<file path="src/rtl/cpu_pkg.sv">
// Shared fetch-side definitions: next-PC operation codes, sequencer states
// and the default reset vector.
package cpu_pkg;

    localparam logic [1:0] NPC_SEQ = 2'b00;
    localparam logic [1:0] NPC_BR  = 2'b01;
    localparam logic [1:0] NPC_JMP = 2'b10;

    typedef enum logic [1:0] {
        ST_RESET = 2'd0,
        ST_FETCH = 2'd1,
        ST_HOLD  = 2'd2
    } pc_state_e;

    localparam logic [31:0] RESET_PC_DEFAULT = 32'h0000_3000;

endpackage

</file>
<file path="src/rtl/if_skid_buf.sv">
// One-entry instruction holding register used while IF/ID is stalled.
module if_skid_buf (
    input  logic        clk,
    input  logic        rst_n,
    input  logic        load,
    input  logic        clear,
    input  logic [31:0] din,
    output logic        valid,
    output logic [31:0] dout
);

    logic        valid_q, valid_d;
    logic [31:0] data_q, data_d;

    always_comb begin
        valid_d = valid_q;
        data_d  = data_q;
        if (clear) begin
            valid_d = 1'b0;
        end
        if (load) begin
            valid_d = 1'b1;
            data_d  = din;
        end
    end

    always_ff @(posedge clk or negedge rst_n) begin
        if (!rst_n) begin
            valid_q <= 1'b0;
            data_q  <= '0;
        end else begin
            valid_q <= valid_d;
            data_q  <= data_d;
        end
    end

    assign valid = valid_q;
    assign dout  = data_q;

endmodule

</file>
<file path="src/rtl/pc_ctrl.sv">
// Fetch-stage sequencer: owns the PC, issues imem requests, defers redirects
// past the in-flight delay-slot fetch and holds one instruction across stalls.
module pc_ctrl
    import cpu_pkg::*;
#(
    parameter logic [31:0] RESET_PC = RESET_PC_DEFAULT
) (
    input  logic        clk,
    input  logic        rst_n,
    input  logic        stall,
    input  logic        id_valid,
    input  logic [1:0]  id_npcop,
    input  logic        br_taken,
    input  logic [31:0] npc_addr,
    output logic [1:0]  npcop,
    output logic [31:0] pc,
    output logic [31:0] pcplus,
    output logic        imem_req,
    input  logic        imem_ack,
    input  logic [31:0] imem_rdata,
    output logic        if_valid,
    output logic [31:0] if_instr
);

    pc_state_e   state_q, state_d;
    logic [31:0] pc_q, pc_d;
    logic        redir_pend_q, redir_pend_d;
    logic [31:0] redir_addr_q, redir_addr_d;

    logic        redir;
    logic [31:0] npc_aligned;
    logic        buf_load, buf_clear, buf_valid;
    logic [31:0] buf_data;

    assign pc     = pc_q;
    assign pcplus = pc_q + 32'd4;

    always_comb begin
        redir        = id_valid & ((id_npcop == NPC_JMP) |
                                   ((id_npcop == NPC_BR) & br_taken));
        npcop        = redir ? id_npcop : NPC_SEQ;
        npc_aligned  = {npc_addr[31:2], 2'b00};

        state_d      = state_q;
        pc_d         = pc_q;
        redir_pend_d = redir_pend_q;
        redir_addr_d = redir_addr_q;
        imem_req     = 1'b0;
        if_valid     = 1'b0;
        if_instr     = '0;
        buf_load     = 1'b0;
        buf_clear    = 1'b0;

        case (state_q)
            ST_RESET: begin
                state_d = ST_FETCH;
            end
            ST_FETCH: begin
                imem_req = 1'b1;
                if (imem_ack) begin
                    // The completing fetch is the delay slot; a deferred
                    // redirect takes priority over one resolved this cycle.
                    if (redir_pend_q) begin
                        pc_d         = redir_addr_q;
                        redir_pend_d = 1'b0;
                    end else if (redir) begin
                        pc_d = npc_aligned;
                    end else begin
                        pc_d = pcplus;
                    end
                    if (stall) begin
                        buf_load = 1'b1;
                        state_d  = ST_HOLD;
                    end else begin
                        if_valid = 1'b1;
                        if_instr = imem_rdata;
                    end
                end else if (redir && !redir_pend_q) begin
                    redir_pend_d = 1'b1;
                    redir_addr_d = npc_aligned;
                end
            end
            ST_HOLD: begin
                if_valid = buf_valid;
                if_instr = buf_data;
                if (redir && !redir_pend_q) begin
                    redir_pend_d = 1'b1;
                    redir_addr_d = npc_aligned;
                end
                if (!stall) begin
                    buf_clear = 1'b1;
                    state_d   = ST_FETCH;
                end
            end
            default: begin
                state_d = ST_RESET;
            end
        endcase
    end

    always_ff @(posedge clk or negedge rst_n) begin
        if (!rst_n) begin
            state_q      <= ST_RESET;
            pc_q         <= RESET_PC;
            redir_pend_q <= 1'b0;
            redir_addr_q <= '0;
        end else begin
            state_q      <= state_d;
            pc_q         <= pc_d;
            redir_pend_q <= redir_pend_d;
            redir_addr_q <= redir_addr_d;
        end
    end

    if_skid_buf u_skid (
        .clk   (clk),
        .rst_n (rst_n),
        .load  (buf_load),
        .clear (buf_clear),
        .din   (imem_rdata),
        .valid (buf_valid),
        .dout  (buf_data)
    );

endmodule

</file>
<file path="config.mk">
export PLATFORM = sky130hd
export DESIGN_NAME = pc_ctrl
export DESIGN_NICKNAME = d
export VERILOG_FILES = /design/src/rtl/cpu_pkg.sv /design/src/rtl/if_skid_buf.sv /design/src/rtl/pc_ctrl.sv
export SDC_FILE = /design/constraint.sdc
export NUM_CORES = 1
export LEC_CHECK = 0
export CELL_PAD_IN_SITES_DETAIL_PLACEMENT = 0
export CELL_PAD_IN_SITES_GLOBAL_PLACEMENT = 1
export CORE_ASPECT_RATIO = 0.7
export CORE_MARGIN = 3
export CORE_UTILIZATION = 39
export DETAILED_ROUTE_END_ITERATION = 10
export PLACE_DENSITY_LB_ADDON = 0.25
export SKIP_CTS_REPAIR_TIMING = 1
export SLEW_MARGIN = 20
export SYNTH_ARGS = -nofsm -noshare
export SYNTH_HDL_FRONTEND = slang
export SYNTH_SLANG_ARGS = --single-unit
</file>
<file path="constraint.sdc">
create_clock -name clk -period 5.8 [get_ports clk]
set_input_delay 1.45 -clock clk [delete_from_list [all_inputs] [get_ports clk]]
set_output_delay 1.45 -clock clk [all_outputs]
set_load 0.1 [all_outputs]
</file>
==> flow_summary.yaml <==
global_routing:
  grt-ovfl-total: 0
  globalRouteMet1Util_pct: 29.96
  grt_usage_pct: 21.64
  grt_max_degree: 52
  antenna_found_initial: 0
  use_met2_pct: 34.95
  grt_busiest_layer: "met2"
  gr-usage-met3_pct: 4.563
  grt_pass1_vias: 5211
  grt_pass1_wl_mm: 27.47
layout:
  antenna_cells: 0
  drive_above_1_share_pct: 20.67
  layoutNonFillerInstCount: 906
  design_area_um2: 8006
  num-nets-final: 789
  seqCellArea_um2: 2405
  multi_input_comb_area_um2: 2998
  synthToLayoutAreaGrowth_pct: 41.79
  fill_cells: 1258
sta:
  post-route-period-util_pct: 84.95
  relSlewSlack_pct: 31.08
  finalSetupViolCount: 0
  finalHoldViolations: 0
  fmax_mhz: 203.0
  skew_ns: 0.007844
  post-route-min-period_ns: 4.927
  fin_tns_setup_ns: 0
  worstMarginPinSlew_ns: 1.031
  rsz0062_at_grt: "no"
  slew_violations: 0
route:
  drcViolationCount: 0
  vias: 5033
  wl_per_cell_um: 18.80
  ant_nets: 0
  via_per_inst: 5.555
  firstDrtPassIters: 5
  drtIter0Drc: 233
  drt_wl_total_mm: 17.03
clock_network:
  path_clk_slew_ns: 0.06
  numClockSinks: 96
  cts-root-buf: "clkbuf_16"
  cts_tree: "done"
  htree_num_levels: 3
  cts_buffers: 9
  clk_path_buf_depth: 2
  clock_latency_ns: 0.34
logic_synthesis:
  ys_top_cells_by_count: "94 x dfrtp_1, 62 x mux2_2, 43 x nor2b_1, 41 x a22oi_1, 36 x nand2_1"
  synth_cell_type_count: 58
  ys_ff_latch: 96
  synth_edf_count: 0
  yosys_warnings: 0
  synthFlopType: "dfrtp_1"
  synth.area.top_cells: "dfrtp_1 42%, mux2_2 12%, a22oi_1 5.5%, nor2b_1 4.8%, xnor2_1 2.5%"
  netlist.top_cell.by_area: "dfrtp_1"
  syn_area_um2: 5647
  synth-async-reset-ratio_pct: 100.0
  synth_top_area_share_pct: 41.66
  synth.avg_cell_area_um2: 9.924
  ys_seq_area_share_pct: 42.59
  syn_inst: 569
  synth.most_common_cell: "dfrtp_1"
worst_hold_path:
  min_path_type: "flip-flop to flip-flop"
setup_path:
  crit_path_start_kind: "flip-flop"
  r2r_slack_ns: 2.66
  crit_arrival_ns: 3.48
  crit_path_end_kind: "output port"
  critical_path_required_ns: 4.35
  crit_type: "flip-flop to output port"
  critPathMaxFanout: 8
floorplan:
  rows: 36
  core-area_um2: 14050
  die_x_um: 149.8
  die_h_um: 106.7
  dieArea_um2: 15980
  io_pins: 172
  start_util_pct: 40.18
flow_run:
  maxCapViolations: 0
place:
  placed_cells: 891
  gp_congestion: 0.7851
  place_area_um2: 7717
  placement.io_buffers: 165
  dpl.hpwl_mm: 12.05
status:
  status: "finished clean"
worst paths after layout:
check,from,endpoint,depth (start not counted)
worst min-delay path,redir_addr_q[7],redir_addr_q[7],1
min in group asynchronous,rst_n,redir_addr_q[3],1
worst max register to register,state_q[0],redir_addr_q[27],5
max in group asynchronous,rst_n,redir_addr_q[9],2
worst max-delay path,pc[2],pcplus[14],6
worst min register to register,redir_addr_q[7],redir_addr_q[7],1
cell usage in the layout, fill, tap and decap left out, types with 4 or more instances in the layout:
| cell | count |
|---|---|
| clkdlybuf4s50_1 | 116 |
| dfrtp_1 | 94 |
| mux2_2 | 62 |
| nor2b_1 | 43 |
| a22oi_1 | 41 |
| nand2_1 | 36 |
| buf_12 | 33 |
| buf_4 | 27 |
| o21ai_0 | 25 |
| nor2_1 | 22 |
| a21oi_1 | 17 |
| xnor2_1 | 16 |
| nand3_1 | 15 |
| inv_1 | 14 |
| and3_1 | 12 |
| a31oi_1 | 12 |
| xor2_1 | 11 |
| clkbuf_16 | 9 |
| nor3_1 | 8 |
| o31a_1 | 8 |
| o22ai_1 | 8 |
| and2_1 | 7 |
| a22o_1 | 7 |
| nand4_1 | 5 |
| ha_1 | 5 |
| o41ai_1 | 4 |
| conb_1 | 4 |
cell families (layout without fill, tap and decap cells):
group	Yosys count	in the layout	share of synthesized area, %
muxes	62	62	12.36
AOI/OAI and AO/OA	142	142	17.17
and+or+nand+nor	175	175	17.95
buffers and inverters	61	205	4.564
other	1	4	0.06641
adders and majority gates	5	5	1.108
DFF	96	96	42.59
xor gates and xnor gates	27	27	4.188
per-stage QoR:
step | util, % | hold WS [ns] | setup WS (ns)
2_1_floorplan | - | 0.4701 | 0.5551
3_3_place_gp | 54.91 | 0.4793 | 1.253
3_5_place_dp | 54.91 | 0.4884 | 1.230
4_1_cts | 56.97 | 0.5020 | 0.8567
5_1_grt | 56.97 | 0.5200 | 0.6480
6_report | 56.97 | 0.5024 | 0.8730
routing by layer:
layer	vias up	share of wire, %
met5	-	0
met4	0	1.6
met3	24	5.5
met2	140	48
met1	2524	45
li1	2345	-
layout make-up:
| cell class | instances | share of cell area, % |
|---|---|---|
| clock buffer | 12 | 3.079 |
| timing repair buffer | 176 | 25.29 |
| inverter | 14 | 0.6564 |
| multi-input combinational | 415 | 37.44 |
| tap | 190 | 2.969 |
| clock inverter | 3 | 0.5313 |
| sequential | 96 | 30.04 |
worst max-delay path, stage by stage, from the launching register on:
cell and delay, ns:
dfrtp_1 0.55, ha_1 0.32, nand3_2 0.22, or4_4 0.51, nor2_1 0.18, xor2_1 0.19
clkdlybuf4s50_1 1.16
registers in the layout, summed over array words and instances (netlist names):
register,cells
u_skid.valid,1
u_skid.dout,32
pc,30
redir_addr_q,30
state_q,2
redir_pend_q,1
Power is not shown: default switching activity piles up to over one toggle a cycle in this logic, so the estimate is an artifact.
